**config.mk**
```make
export PLATFORM = sky130hd
export DESIGN_NAME = tqvp_wave_dds
export DESIGN_NICKNAME = d
export VERILOG_FILES = /design/src/rtl/tqvp_wave_dds.sv
export SDC_FILE = /design/constraint.sdc
export NUM_CORES = 1
export LEC_CHECK = 0
export BUFFER_PORTS_ARGS = -buffer_cell sky130_fd_sc_hd__clkbuf_2
export CAP_MARGIN = 5
export CORE_MARGIN = 5
export CORE_UTILIZATION = 45
export DETAILED_ROUTE_END_ITERATION = 10
export PLACE_DENSITY = 0.64
export SLEW_MARGIN = 20
export SYNTH_ARGS = -nofsm -noshare
export SYNTH_HDL_FRONTEND = slang
export SYNTH_SLANG_ARGS = --single-unit
```
**constraint.sdc**
```tcl
create_clock -name clk -period 7.8 [get_ports clk]
set_input_delay 1.56 -clock clk [delete_from_list [all_inputs] [get_ports clk]]
set_output_delay 1.56 -clock clk [all_outputs]
set_load 0.05 [all_outputs]
```
**src/rtl/tqvp_wave_dds.sv**
```systemverilog
`default_nettype none
// ============================================================================
//  Module      : tqvp_wave_dds
//  Description : Register-mapped direct digital synthesis waveform generator.
//                16-bit phase accumulator feeding a two-stage sample pipeline
//                (waveform shaping, then amplitude scaling / inversion).
//  Revision    : 1.0 - initial release
// ============================================================================
module tqvp_wave_dds (
    input  logic       clk,
    input  logic       rst,
    input  logic [7:0] ui_in,
    output logic [7:0] uo_out,
    input  logic [3:0] address,
    input  logic       data_write,
    input  logic [7:0] data_in,
    output logic [7:0] data_out
);

    localparam logic [3:0] c_ADDR_CTRL     = 4'h0;
    localparam logic [3:0] c_ADDR_INC_LO   = 4'h1;
    localparam logic [3:0] c_ADDR_INC_HI   = 4'h2;
    localparam logic [3:0] c_ADDR_AMPL     = 4'h3;
    localparam logic [3:0] c_ADDR_DUTY     = 4'h4;
    localparam logic [3:0] c_ADDR_PHASE_HI = 4'h5;
    localparam logic [3:0] c_ADDR_WRAP_CNT = 4'h6;

    localparam logic [1:0] c_WAVE_SQUARE   = 2'd0;
    localparam logic [1:0] c_WAVE_SAW      = 2'd1;
    localparam logic [1:0] c_WAVE_TRIANGLE = 2'd2;
    localparam logic [1:0] c_WAVE_NOISE    = 2'd3;

    // Register state
    logic [15:0] r_phase;
    logic [15:0] r_inc;
    logic [7:0]  r_shadow;
    logic [4:0]  r_ctrl;       // [0] enable, [2:1] wave, [3] sync_en, [4] invert
    logic [7:0]  r_ampl;
    logic [7:0]  r_duty;
    logic [7:0]  r_wrap_cnt;
    logic [7:0]  r_lfsr;
    logic        r_sync_q;
    logic [7:0]  r_raw;
    logic [7:0]  r_out;

    // Combinational helpers
    logic        w_enable;
    logic        w_sync_edge;
    logic [16:0] w_sum;
    logic        w_wrap;
    logic [7:0]  w_p;
    logic [7:0]  w_raw;
    logic [8:0]  w_ampl_p1;
    logic [16:0] w_product;
    logic [7:0]  w_scaled;
    logic [7:0]  w_lfsr_next;
    logic        w_unused;

    assign w_enable    = r_ctrl[0];
    assign w_sync_edge = r_ctrl[3] & ui_in[0] & ~r_sync_q;
    assign w_sum       = {1'b0, r_phase} + {1'b0, r_inc};
    // A sync reset takes priority over the increment, so its carry is discarded
    assign w_wrap      = w_enable & w_sum[16] & ~w_sync_edge;
    assign w_p         = r_phase[15:8];
    // Fibonacci LFSR for x^8+x^6+x^5+x^4+1, shifting left
    assign w_lfsr_next = {r_lfsr[6:0], r_lfsr[7] ^ r_lfsr[5] ^ r_lfsr[4] ^ r_lfsr[3]};
    // Max product is 255*256, so bit 16 never sets and [15:8] is the full result
    assign w_ampl_p1   = {1'b0, r_ampl} + 9'd1;
    assign w_product   = {9'd0, r_raw} * {8'd0, w_ampl_p1};
    assign w_scaled    = w_product[15:8];
    assign w_unused    = &{1'b0, ui_in[7:1], w_product[16]};

    assign uo_out = r_out;

    // Waveform shaping from the top byte of the phase
    always_comb begin
        w_raw = 8'h00;
        case (r_ctrl[2:1])
            c_WAVE_SQUARE:   w_raw = (w_p < r_duty) ? 8'hFF : 8'h00;
            c_WAVE_SAW:      w_raw = w_p;
            c_WAVE_TRIANGLE: w_raw = w_p[7] ? ~{w_p[6:0], 1'b0} : {w_p[6:0], 1'b0};
            c_WAVE_NOISE:    w_raw = r_lfsr;
            default:         w_raw = 8'h00;
        endcase
    end

    // Bus-writable configuration registers; INC is committed atomically from the shadow
    always_ff @(posedge clk) begin
        if (rst) begin
            r_ctrl   <= 5'h00;
            r_shadow <= 8'h00;
            r_inc    <= 16'h0000;
            r_ampl   <= 8'hFF;
            r_duty   <= 8'h80;
        end else if (data_write) begin
            case (address)
                c_ADDR_CTRL:   r_ctrl   <= data_in[4:0];
                c_ADDR_INC_LO: r_shadow <= data_in;
                c_ADDR_INC_HI: r_inc    <= {data_in, r_shadow};
                c_ADDR_AMPL:   r_ampl   <= data_in;
                c_ADDR_DUTY:   r_duty   <= data_in;
                default:       ;
            endcase
        end
    end

    // Phase accumulator with external sync reset on a rising ui_in[0]
    always_ff @(posedge clk) begin
        if (rst) begin
            r_phase  <= 16'h0000;
            r_sync_q <= 1'b0;
        end else begin
            r_sync_q <= ui_in[0];
            if (w_sync_edge) begin
                r_phase <= 16'h0000;
            end else if (w_enable) begin
                r_phase <= w_sum[15:0];
            end
        end
    end

    // Wrap counter and noise LFSR, both stepped by accumulator carry; a bus write clears the counter
    always_ff @(posedge clk) begin
        if (rst) begin
            r_wrap_cnt <= 8'h00;
            r_lfsr     <= 8'h01;
        end else begin
            if (w_wrap) begin
                r_lfsr <= w_lfsr_next;
            end
            if (data_write && (address == c_ADDR_WRAP_CNT)) begin
                r_wrap_cnt <= 8'h00;
            end else if (w_wrap) begin
                r_wrap_cnt <= r_wrap_cnt + 8'd1;
            end
        end
    end

    // Two-stage output pipeline: raw sample, then amplitude scaling and optional inversion
    always_ff @(posedge clk) begin
        if (rst) begin
            r_raw <= 8'h00;
            r_out <= 8'h00;
        end else begin
            r_raw <= w_raw;
            r_out <= r_ctrl[4] ? ~w_scaled : w_scaled;
        end
    end

    // Read mux for the register bridge
    always_comb begin
        data_out = 8'h00;
        case (address)
            c_ADDR_CTRL:     data_out = {3'b000, r_ctrl};
            c_ADDR_INC_LO:   data_out = r_shadow;
            c_ADDR_INC_HI:   data_out = r_inc[15:8];
            c_ADDR_AMPL:     data_out = r_ampl;
            c_ADDR_DUTY:     data_out = r_duty;
            c_ADDR_PHASE_HI: data_out = r_phase[15:8];
            c_ADDR_WRAP_CNT: data_out = r_wrap_cnt;
            default:         data_out = 8'h00;
        endcase
    end

endmodule
`default_nettype wire

```
---- Yosys cells after proc, flatten, opt, wreduce, memory -nomap -nowiden ----
Index checks and enable logic that the tools add are counted.
word-level totals
  register bits after elaboration ......... 94
  input bits .............................. 23
  output and inout bits ................... 16
  logic and storage cells ................. 51
cells by class
  $add $sub $neg .......................... 3
  multipliers ............................. 1
  $lt $le $gt $ge ......................... 1
  equality and inequality tests ........... 9
  multiplexer cells ....................... 5
  bitwise logic cells ..................... 11
  reduce and logical (&&, ||, !) cells .... 10
operators by type and width
  operator             number
  $pmux 8 s7           1
  $pmux 8 s4           1
  $mux 8               3
  $add 16x16->17       1
  $mul 8x9->16         1
  $not 8->8            2
  $eq 4x3->1 const B   3
  $reduce_and 2->1     5
  $add 8x1->9 const B  1
  $add 8x1->8 const B  1
  $eq 4x2->1 const B   2
  $lt 8x8->1           1
  $and 1x1->1          4
  $eq 2x2->1 const B   2
  $eq 4x1->1 const B   1
  $logic_not 4->1      1
  $reduce_or 2->1      2
  $xor 1x1->1          3
  $eq 2x1->1 const B   1
  $logic_not 2->1      1
  $not 1->1            2
  $logic_and 1x1->1    1

---- Depth between registers and ports, before layout ----
  depth in word-level cells ............... 4
  depth in mapped cells ................... 19

---- Least setup slack after synthesis ----
Ideal clock, no wire load.
  path type ............................... in2out
  start point ............................. input port address[1]
  end point ............................... output port data_out[3]
  arrival ................................. 3.631 ns
  path slack .............................. 2.609 ns
  stages .................................. 6
  path buffers ............................ 2
  path through ............................ clkbuf_1 > clkbuf_1 > mux2i_1 > o211ai_1 > o21ai_0 > o21ai_0
on the way
  cells in the longest elaborated chain, start to end .. 2
RTL lines
  what                                      RTL line  RTL
  start: declaration                        14        input logic [3:0] address,
  $eq 4x3->1, or another cell as far along  153       case (address)
  $pmux 8 s7 *                              153
  end: declaration                          17        output logic [7:0] data_out
Mark *: on every way between the ends. The rest lies on a longest branch, timed or not.

---- Worst setup path in the final report ----
  start point ............................. register r_ampl[0]
  end point ............................... register r_out[7] (netlist: uo_out[7])
on the way
  cells in the longest elaborated chain, start to end .. 4
RTL lines
  what                      RTL line  RTL
  start: declaration        38        logic [7:0] r_ampl;
  start signal: assignment  100       c_ADDR_AMPL: r_ampl <= data_in;
  $add 8x1->9 *             68        assign w_ampl_p1 = {1'b0, r_ampl} + 9'd1;
  $mul 8x9->16 *            69        assign w_product = {9'd0, r_raw} * {8'd0, w_ampl_p1};
  $not 8->8                 146       r_out <= r_ctrl[4] ? ~w_scaled : w_scaled;
  $mux 8 *                  146
  end signal: assignment    146
  end: declaration          44        logic [7:0] r_out;
Marked as above.
A chain may end at the register's enable or synchronous reset.

==> run metrics <==
status completed; unrepaired setup endpoints after global routing false; ys flop type dfxtp_1; Die ar. 18600 um2; commonest non-fill, non-tap cells in the layout 94 x dfxtp_1, 91 x nand2_1, 67 x nor2_1; final hold viol count 0; final WL 16300 um; DRC viols 0; Cell variety after synth 65; initial DRC count 402; slew at the pin closest to its max-slew limit 0.972 ns; Max FO, Critical Path 12; # diodes 0; largest net degree at the start of global routing 78; Final HPWL DP 12100 um; Detailed Routing Iterations Pass 1 6; Core Area 15800 um2; peak supply drop 0.000147 V; Seq/Total Area, Yosys 26.2%; Setup TNS 0 ns; nature of the critical path endpoint register; worst hold-check path type reg2reg; Post-synth EDFFs 0; slowest CP cell dfxtp_1; relative slew slack 35.2%; Syn Nets 949; Syn Inst Count 828; dpl cells 1040; # Post-CTS Setup Buffers 0; antenna violations before repair 0; io pins 39; worst setup path class reg2reg; Power Dens Cells 182 nW/um2; area of the multi-input gates 4920 um2; Worst path max stage delay 0.67 ns; Design Power 1.42 mW; total CTS buffers 9; clock-pin slew on the worst setup and hold paths 0.08 ns; crit path time final 5.80 ns; Layout Cells excl Fill 1056; Final ANT Viol Nets 0; port bufs 31; top post-synthesis cells by area dfxtp_1 26%, fa_1 11%, ha_1 9.9%; placer's final routability congestion estimate 0.925; final setup fails 0; max-slew violation count 0; Final nets 956; via count 5576; Synth async-reset ratio 0%; setup ws final 2.00 ns; crit path launch type register; number of fill cells in the layout 1567; first-pass GRT wire length 26600 um; Synth Cell Area 7190 um2; row count 46; worst skew pair latency 0.36 ns; hold_ws 0.461 ns; DR vias/cell 5.28; crit-path most repeated cell fa_1; Clock Path Buffers 2; Setup WS pre-CTS 1.97 ns; required time of the worst setup path 8.09 ns; Initial Util 45.6%; worst-path cell chain ha_1 -> nand3_1 -> xor2_1 -> nor2b_1 -> fa_1 -> fa_1 -> fa_1 -> inv_1 -> fa_1 -> inv_1 -> ha_1 -> a21o_1 -> a41oi_1 -> o21ai_2 -> a31o_2 -> or4_1 -> nand4_1; clk root buf clkbuf_16; #FFs+latches synth 94; Die Height 136 um; clk sinks 94; syn avg cell area 8.68 um2; largest area contributor in the netlist dfxtp_1; # H-tree levels 3; fmax 173 MHz; CTS resizes 0; Die X 136 um; fin crit share 74.3%; gr usage total 18.2%; CTS tree done; routed wire length per instance 15.4 um; Synth top area share 26.2%; Crit path arrival time 6.09 ns; YS warnings 0; vias in the first global route 5305; Area Growth Syn to Fin 8.13%; most common cell after layout, fill and taps aside dfxtp_1; LEAKAGE 3.51 nW; share of layout cells above drive strength 1 7.86%; worst clock skew 0.00693 ns; max-cap violation count 0; GRT overflow 0; Reg area 1880 um2; CTS Hold Bufs 0
==> worst max-delay path, delay by kind of cell (launching register included) <==
family	cells	cell delay, ns
XOR/XNOR	1	0.53
adder cells (fa/ha/maj)	6	2.68
AND/OR/NAND/NOR	4	0.73
buffers and inverters	2	0.09
AO/OA/AOI/OAI	4	1.02
flip-flops	1	0.67
==> per-stage QoR <==
step                      utilization, %  instance area, um2
after global routing                49.3                7770
final                               49.3                7770
after detailed placement            47.4                7470
after floorplan                        -                7190
after CTS                           49.3                7770
after global placement              47.4                7470
==> cell usage after synthesis, drive strengths merged, types with 2 or more instances <==
library cell  number
dfxtp             94
nor3               7
a22o               3
a222oi             3
ha                57
a211oi             3
nor3b              3
a22oi              7
o21ai             32
o21a               3
and2              20
mux4               2
xor2              14
fa                41
a21o              13
nand4b             3
buf                5
inv               60
and3               6
or4                4
nand2b            17
a21oi             38
nand2             91
nand3b            12
xnor2             32
mux2i             42
nor2b             48
nand3             15
nor2              67
a31oi              5
o31ai              7
clkbuf            33
or3                6
o21ba              2
a211o              2
o211ai            10
nand4              3
==> registers in the layout, indices dropped and copies added, names as in the netlist <==
signal / flops
r_inc: 16
r_phase: 16
r_ampl: 8
r_duty: 8
r_lfsr: 8
r_raw: 8
r_shadow: 8
r_wrap_cnt: 8
uo_out: 8
r_ctrl: 5
r_sync_q: 1
==> path summary, 6_finish.rpt <==
path / start / to / slack, ns / depth (start not counted)
hold / removal: r_inc[0]$_SDFFE_PP0P_ / r_inc[0]$_SDFFE_PP0P_ / 0.46 / 2
setup / recovery: r_ampl[0]$_SDFFE_PP1P_ / uo_out[7]$_SDFF_PP0_ / 2.00 / 17
setup reg to reg: r_ampl[0]$_SDFFE_PP1P_ / uo_out[7]$_SDFF_PP0_ / 2.00 / 17
hold reg to reg: r_inc[0]$_SDFFE_PP0P_ / r_inc[0]$_SDFFE_PP0P_ / 0.46 / 2
==> where the power goes <==
part	internal (mW)	total (mW)	switching, mW
sequential	0.505	0.523	0.0184
combinational	0.177	0.446	0.270
clock	0.226	0.446	0.220
total	0.907	1.42	0.508
==> logic make-up (layout without fill, tap and decap cells) <==
| family | after synthesis | after routing | share of synthesized area (%) |
|---|---|---|---|
| AND/OR/NAND/NOR | 307 | 307 | 21.8 |
| AO/OA/AOI/OAI | 140 | 140 | 13.1 |
| adder cells (fa/ha/maj) | 98 | 98 | 21.3 |
| buffers and inverters | 98 | 110 | 5.36 |
| flip-flops | 94 | 94 | 26.2 |
| XOR/XNOR | 46 | 46 | 5.61 |
| multiplexers | 45 | 45 | 6.63 |
==> layer usage <==
metal / vias to the layer above / GRT usage [%] / routed length, um
met5: - / 0 / 0
met4: 0 / 5.54 / 260
met3: 20 / 3.40 / 661
met2: 116 / 29.7 / 7670
met1: 2633 / 24.4 / 7720
li1: 2807 / - / -
==> area by class of cell <==
cell class / count / area share, %
clock buffer: 9 / 2.90
clock inverter: 7 / 0.918
inverter: 60 / 2.90
multi-input combinational: 636 / 63.3
sequential: 94 / 24.2
tap: 216 / 3.48
timing repair buffer: 34 / 2.29
(Power assumes the default switching activity.)
